`src/rtl/mux_4to1_rr_pkg.sv`:
```
// Shared constants, types and pointer helper for the 4-to-1 round-robin mux.
package mux_4to1_pkg;

  localparam int N_CH  = 4;
  localparam int SEL_W = 2;

  typedef logic [SEL_W-1:0] sel_t;

  function automatic sel_t next_ptr(sel_t p);
    return p + sel_t'(1);
  endfunction

endpackage

```
`src/rtl/mux_4to1_rr_if.sv`:
```
// Channel bundle for mux_4to1_rr: four valid/ready inputs and one tagged output.
// MUX_4TO1_RR_LOCK_EN adds the in_last/out_last packet-boundary signals.
interface mux_4to1_rr_if
  import mux_4to1_pkg::*;
#(
  parameter int DATA_W = 8
);
  logic [N_CH*DATA_W-1:0] in_data;
  logic [N_CH-1:0]        in_valid;
  logic [N_CH-1:0]        in_ready;
  logic [DATA_W-1:0]      out_data;
  sel_t                   out_sel;
  logic                   out_valid;
  logic                   out_ready;
`ifdef MUX_4TO1_RR_LOCK_EN
  logic [N_CH-1:0]        in_last;
  logic                   out_last;
`endif

  modport slave (
    input  in_data, in_valid, out_ready,
    output in_ready, out_data, out_sel, out_valid
`ifdef MUX_4TO1_RR_LOCK_EN
    , input in_last, output out_last
`endif
  );

  modport master (
    output in_data, in_valid, out_ready,
    input  in_ready, out_data, out_sel, out_valid
`ifdef MUX_4TO1_RR_LOCK_EN
    , output in_last, input out_last
`endif
  );

endinterface

```
`src/rtl/mux_4to1_rr_arb4.sv`:
```
// Combinational 4-way round-robin arbiter: first requester at or after ptr wins.
module rr_arb4
  import mux_4to1_pkg::*;
(
  input  logic [N_CH-1:0] req_i,
  input  sel_t            ptr_i,
  output logic [N_CH-1:0] gnt_o,
  output sel_t            gnt_idx_o,
  output logic            gnt_any_o
);

  sel_t idx;
  logic found;

  always_comb begin
    gnt_o     = '0;
    gnt_idx_o = ptr_i;
    found     = 1'b0;
    idx       = '0;
    for (int i = 0; i < N_CH; i++) begin
      idx = ptr_i + sel_t'(i);
      if (!found && req_i[idx]) begin
        gnt_o[idx] = 1'b1;
        gnt_idx_o  = idx;
        found      = 1'b1;
      end
    end
    gnt_any_o = found;
  end

endmodule

```
`src/rtl/mux_4to1_rr.sv`:
```
// Four valid/ready channels merged round-robin into one registered, source-tagged output.
// MUX_4TO1_RR_LOCK_EN: hold arbitration on a channel until its in_last beat is accepted.
//
// state    | meaning
// ST_EMPTY | output slot holds no beat, out_valid=0
// ST_FULL  | output slot holds a beat waiting for out_ready
module mux_4to1_rr
  import mux_4to1_pkg::*;
#(
  parameter int DATA_W = 8
)(
  input  logic           clk,
  input  logic           rst,
  mux_4to1_rr_if.slave   bus
);

  localparam logic [0:0] ST_EMPTY = 1'b0;
  localparam logic [0:0] ST_FULL  = 1'b1;

  logic [0:0]        state_q, state_d;
  logic [DATA_W-1:0] data_q, data_d;
  sel_t              sel_q, sel_d;
  sel_t              ptr_q, ptr_d;

  logic [N_CH-1:0]   req;
  logic [N_CH-1:0]   gnt;
  sel_t              gnt_idx;
  logic              gnt_any;
  logic              free;
  logic              accept;

`ifdef MUX_4TO1_RR_LOCK_EN
  logic              lock_q, lock_d;
  sel_t              lock_ch_q, lock_ch_d;
  logic              last_q, last_d;
`endif

  // While locked, only the owning channel may compete.
  always_comb begin
    req = bus.in_valid;
`ifdef MUX_4TO1_RR_LOCK_EN
    if (lock_q) req = bus.in_valid & (4'b0001 << lock_ch_q);
`endif
  end

  rr_arb4 u_arb (
    .req_i     (req),
    .ptr_i     (ptr_q),
    .gnt_o     (gnt),
    .gnt_idx_o (gnt_idx),
    .gnt_any_o (gnt_any)
  );

  assign free         = (state_q == ST_EMPTY) | bus.out_ready;
  assign accept       = free & gnt_any & ~rst;
  assign bus.in_ready = accept ? gnt : '0;

  always_comb begin
    state_d = state_q;
    data_d  = data_q;
    sel_d   = sel_q;
    ptr_d   = ptr_q;
`ifdef MUX_4TO1_RR_LOCK_EN
    lock_d    = lock_q;
    lock_ch_d = lock_ch_q;
    last_d    = last_q;
`endif
    if (accept) begin
      state_d = ST_FULL;
      data_d  = bus.in_data[int'(gnt_idx)*DATA_W +: DATA_W];
      sel_d   = gnt_idx;
`ifdef MUX_4TO1_RR_LOCK_EN
      last_d = bus.in_last[gnt_idx];
      if (bus.in_last[gnt_idx]) begin
        lock_d = 1'b0;
        ptr_d  = next_ptr(gnt_idx);
      end else begin
        lock_d    = 1'b1;
        lock_ch_d = gnt_idx;
      end
`else
      ptr_d = next_ptr(gnt_idx);
`endif
    end else if (bus.out_ready) begin
      state_d = ST_EMPTY;
    end
  end

  always_ff @(posedge clk or posedge rst) begin
    if (rst) begin
      state_q <= ST_EMPTY;
      data_q  <= '0;
      sel_q   <= '0;
      ptr_q   <= '0;
`ifdef MUX_4TO1_RR_LOCK_EN
      lock_q    <= 1'b0;
      lock_ch_q <= '0;
      last_q    <= 1'b0;
`endif
    end else begin
      state_q <= state_d;
      data_q  <= data_d;
      sel_q   <= sel_d;
      ptr_q   <= ptr_d;
`ifdef MUX_4TO1_RR_LOCK_EN
      lock_q    <= lock_d;
      lock_ch_q <= lock_ch_d;
      last_q    <= last_d;
`endif
    end
  end

  assign bus.out_valid = (state_q == ST_FULL);
  assign bus.out_data  = data_q;
  assign bus.out_sel   = sel_q;
`ifdef MUX_4TO1_RR_LOCK_EN
  assign bus.out_last  = last_q;
`endif

endmodule

```
`src/flat_wrapper.sv`:
```
// flat-port wrapper written by rule: the top's interface ports become plain ports
module mux_4to1_rr_flat import mux_4to1_pkg::*;
#(
  parameter int DATA_W = 8
)
  (clk, rst, bus_in_data, bus_in_valid, bus_out_ready, bus_in_ready, bus_out_data, bus_out_sel, bus_out_valid);
  mux_4to1_rr_if #(.DATA_W(DATA_W)) bus_i ();
  input  logic clk;
  input  logic rst;
  input wire logic [$bits(bus_i.in_data)-1:0] bus_in_data;
  input wire logic [$bits(bus_i.in_valid)-1:0] bus_in_valid;
  input wire logic [$bits(bus_i.out_ready)-1:0] bus_out_ready;
  output wire logic [$bits(bus_i.in_ready)-1:0] bus_in_ready;
  output wire logic [$bits(bus_i.out_data)-1:0] bus_out_data;
  output wire logic [$bits(bus_i.out_sel)-1:0] bus_out_sel;
  output wire logic [$bits(bus_i.out_valid)-1:0] bus_out_valid;
  assign bus_i.in_data = bus_in_data;
  assign bus_i.in_valid = bus_in_valid;
  assign bus_i.out_ready = bus_out_ready;
  assign bus_in_ready = bus_i.in_ready;
  assign bus_out_data = bus_i.out_data;
  assign bus_out_sel = bus_i.out_sel;
  assign bus_out_valid = bus_i.out_valid;
  mux_4to1_rr #(.DATA_W(DATA_W)) u_core (.clk(clk), .rst(rst), .bus(bus_i));
endmodule
```
`config.mk`:
```
export PLATFORM = sky130hd
export DESIGN_NAME = mux_4to1_rr_flat
export DESIGN_NICKNAME = d
export VERILOG_FILES = /design/src/rtl/mux_4to1_rr_pkg.sv /design/src/rtl/mux_4to1_rr_if.sv /design/src/rtl/mux_4to1_rr_arb4.sv /design/src/rtl/mux_4to1_rr.sv /design/src/flat_wrapper.sv
export SDC_FILE = /design/constraint.sdc
export NUM_CORES = 1
export LEC_CHECK = 0
export BUFFER_PORTS_ARGS = -buffer_cell sky130_fd_sc_hd__buf_2
export CAP_MARGIN = 10
export CORE_MARGIN = 4
export CORE_UTILIZATION = 33
export CTS_CLUSTER_DIAMETER = 60
export DETAILED_ROUTE_END_ITERATION = 10
export GPL_TIMING_DRIVEN = 0
export PLACE_DENSITY = 0.6
export SETUP_SLACK_MARGIN = 0.02
export SYNTH_ARGS = -nofsm -noshare
export SYNTH_HDL_FRONTEND = slang
export SYNTH_SLANG_ARGS = --single-unit
```
`constraint.sdc`:
```
create_clock -name clk -period 2.58 [get_ports clk]
set_input_delay 0.129 -clock clk [delete_from_list [all_inputs] [get_ports clk]]
set_output_delay 0.129 -clock clk [all_outputs]
set_load 0.02 [all_outputs]
```
==> summary.txt <==
Setup path
  • Crit path capture type: output pin
  • FF-to-FF path depth: 11
  • Critical path arrival: 2.36 ns
  • Crit path depth: 9
  • CP max stage delay: 0.39 ns
  • Crit path max fanout: 7
  • CP required: 2.45 ns
  • CP max stage cell: dfrtp_2
  • Setup Crit Path Kind: reg -> out
  • Critical Path Start Type: flop
  • Crit path buffers/inverters: 4
  • Delay-heaviest family, CP: buffers and inverters
  • Cells along the critical path: buf_8, inv_8, ha_4, mux4_2, buf_4, nor4_4, a221oi_1, nor2_1, buf_2

Timing
  • Slew @ Worst Pin: 0.506 ns
  • # setup viols final: 0
  • RSZ-0062 raised after global routing: true
  • Clock skew: 0.00146 ns
  • Fin. Hold Viols: 0
  • Max frequency: 402 MHz
  • Slew margin rel.: 0.663
  • Fin. max-slew vios: 0
  • Setup WS post-layout: 0.0930 ns
  • Period utilisation layout: 0.964
  • Tmin final: 2.49 ns

Min path
  • Worst Hold Class: in -> reg
  • Hold Path Stages: 3

Route
  • DRT antenna net count: 0
  • Vias: 1313
  • Initial DRC Count: 20
  • Drt wl/cell: 14.6 um
  • Via/cell ratio: 5.17
  • Routed wire length: 3720 um
  • Drt drc: 0
  • Iteration count of the initial detailed-routing pass: 4

Die
  • Die width: 70.6 um
  • Core area: 0.00372 mm2
  • Starting density of the core: 0.348
  • Cell row count: 22
  • I/O pin count: 54
  • Die area: 0.00499 mm2
  • Die height: 70.6 um

GRT
  • Initial antenna violation count: 0
  • First-pass GRT wire length: 5690 um
  • Pin count of the biggest net entering global routing: 14
  • Congestion Overflow GR: 0
  • Total GRT Usage: 0.140
  • Number of global-route vias before repair: 1316

Clock tree
  • Clk root buf: clkbuf_8
  • Clock-pin slew on the worst setup and hold paths: 0.05 ns
  • CTS tree: done
  • Sinks on Clock Net: 13
  • # H-tree levels: 1
  • CTS buffer count: 3
  • Bufs on Longest Clock Path: 2
  • Clock Latency Late Sink: 0.24 ns

Yosys
  • Register area share after synthesis: 0.251
  • Cell taking the most area after synthesis: dfrtp_1
  • Synth top area cells: dfrtp_1, mux2i_1, o221ai_2
  • Synthesized area: 0.00129 mm2
  • Post-synthesis cell count: 137
  • Asr flop ratio synth: 1.00
  • Top-count cell post-synth: mux2i_1
  • Syn_nets: 184
  • Area share of the largest cell type after synthesis: 0.251
  • FF+latch count, synth: 13
  • Post-synth top cells: mux2i_1, nand2_1, dfrtp_1, nor2_1
  • Number of enable flip-flop cells after synthesis: 0
  • Most frequently used flop master after synthesis: dfrtp_1
  • Synthesized area per cell: 9.44 um2
  • Synth cell types: 33
  • Syn. warnings: 0

Placement
  • Pre-CTS WS: -0.316 ns
  • Inst Count DP: 236
  • Port bufs: 51
  • Hpwl dp: 2700 um
  • Placer's final routability congestion estimate: 0.724

Job
  • Max-cap violations: 0

Final layout
  • Diode count: 0
  • Area growth from synthesis to layout: 44.4%
  • Post-Layout Cell Count: 254
  • Final #Nets: 254
  • Fraction of layout instances using a drive strength above 1: 0.505

Pwr
  • Lkg Pwr: 0.911 nW
  • Pwr/cell area: 1370 mW/mm2
  • Worst IR Drop VDD: 543 uV

Run status
  • Status: completed
## registers in the layout (all words and copies together) (netlist names)
name                  flops
u_core.ptr_q              2
u_core.bus.out_sel        2
u_core.bus.out_valid      1
u_core.bus.out_data       8
## through the flow
| stage | power, mW | utilization | TNS [ns] | hold slack (ns) | area, um2 |
|---|---|---|---|---|---|
| 2_1_floorplan | 1.70 | - | 0 | 0.00596 | 1340 |
| 3_3_place_gp | 2.00 | 0.444 | -3.23 | 0.187 | 1650 |
| 3_5_place_dp | 2.06 | 0.444 | -3.82 | 0.205 | 1650 |
| 4_1_cts | 2.40 | 0.485 | 0 | 0.169 | 1800 |
| 5_1_grt | 2.75 | 0.503 | -0.166 | 0.193 | 1870 |
| 6_report | 2.56 | 0.503 | 0 | 0.173 | 1870 |
## where the power goes
part | internal (mW) | leakage, nW | total [mW] | switching [mW]
sequential | 0.306 | 0.157 | 0.361 | 0.0551
clock | 0.109 | 0.0228 | 0.183 | 0.0734
combinational | 0.946 | 0.731 | 2.02 | 1.07
total | 1.36 | 0.911 | 2.56 | 1.20
## repair_timing
item,in CTS,in global routing
gates cloned,0,0
endpoints found under the hold margin,13,0
pin swaps,2,5
resized for setup,13,7
buffers inserted,10,6
setup endpoints to repair,16,8
hold buffers,1,0
## final timing paths
kind	slack, ns	endpoint	from
worst min register to register	0.48	u_core.bus.out_data[5]	u_core.bus.out_data[5]
min in group asynchronous	0.47	u_core.bus.out_valid	rst
worst max-delay path	0.09	bus_in_ready[0]	u_core.ptr_q[0]
worst min-delay path	0.17	u_core.bus.out_valid	bus_out_ready
max in group asynchronous	1.74	u_core.ptr_q[0]	rst
worst max register to register	0.15	u_core.bus.out_data[0]	u_core.ptr_q[0]
## layout by cell type (no fill, tap or decap), types with 2 or more instances in the layout
cell type / count
ha_1: 7
nand2b_1: 2
nor3_1: 6
o21ai_0: 3
inv_1: 3
nor2_1: 11
mux2i_1: 17
dfrtp_2: 2
buf_2: 52
dfrtp_1: 11
mux4_2: 4
a22oi_1: 4
nand2_1: 16
clkbuf_1: 3
buf_4: 17
a221oi_1: 3
clkbuf_8: 3
mux2_2: 2
buf_6: 4
clkbuf_2: 2
o221ai_2: 8
nor2b_1: 3
nor4_4: 2
## metal layers
layer | vias to the layer above | global-route usage | routed length (um)
met2 | 25 | 0.275 | 2030
met5 | - | 0 | 0
met1 | 634 | 0.154 | 1510
met3 | 6 | 0.0241 | 131
met4 | 0 | 0.0313 | 47
li1 | 648 | - | -
## final cells by class
type	count	area (um2)
Fill cell	362	1850
Multi-Input combinational cell	105	933
Timing Repair Buffer	68	395
Sequential cell	13	328
Buffer	11	80.1
Tap cell	48	60.1
Clock buffer	4	45.0
Inverter	5	26.3
## tightest hold or removal path, cell delays in order
cell and delay (ns):
buf_2 0.08, nor2b_1 0.04, o21bai_1 0.14
## logic make-up after synthesis
logic type	synth area share
buffers and inverters	0.0783
AO/OA/AOI/OAI	0.204
flip-flops	0.251
adder cells (fa/ha/maj)	0.0774
AND/OR/NAND/NOR	0.163
XOR/XNOR	0.00677
multiplexers	0.219
Note: power is estimated with default switching activity, not from simulation.
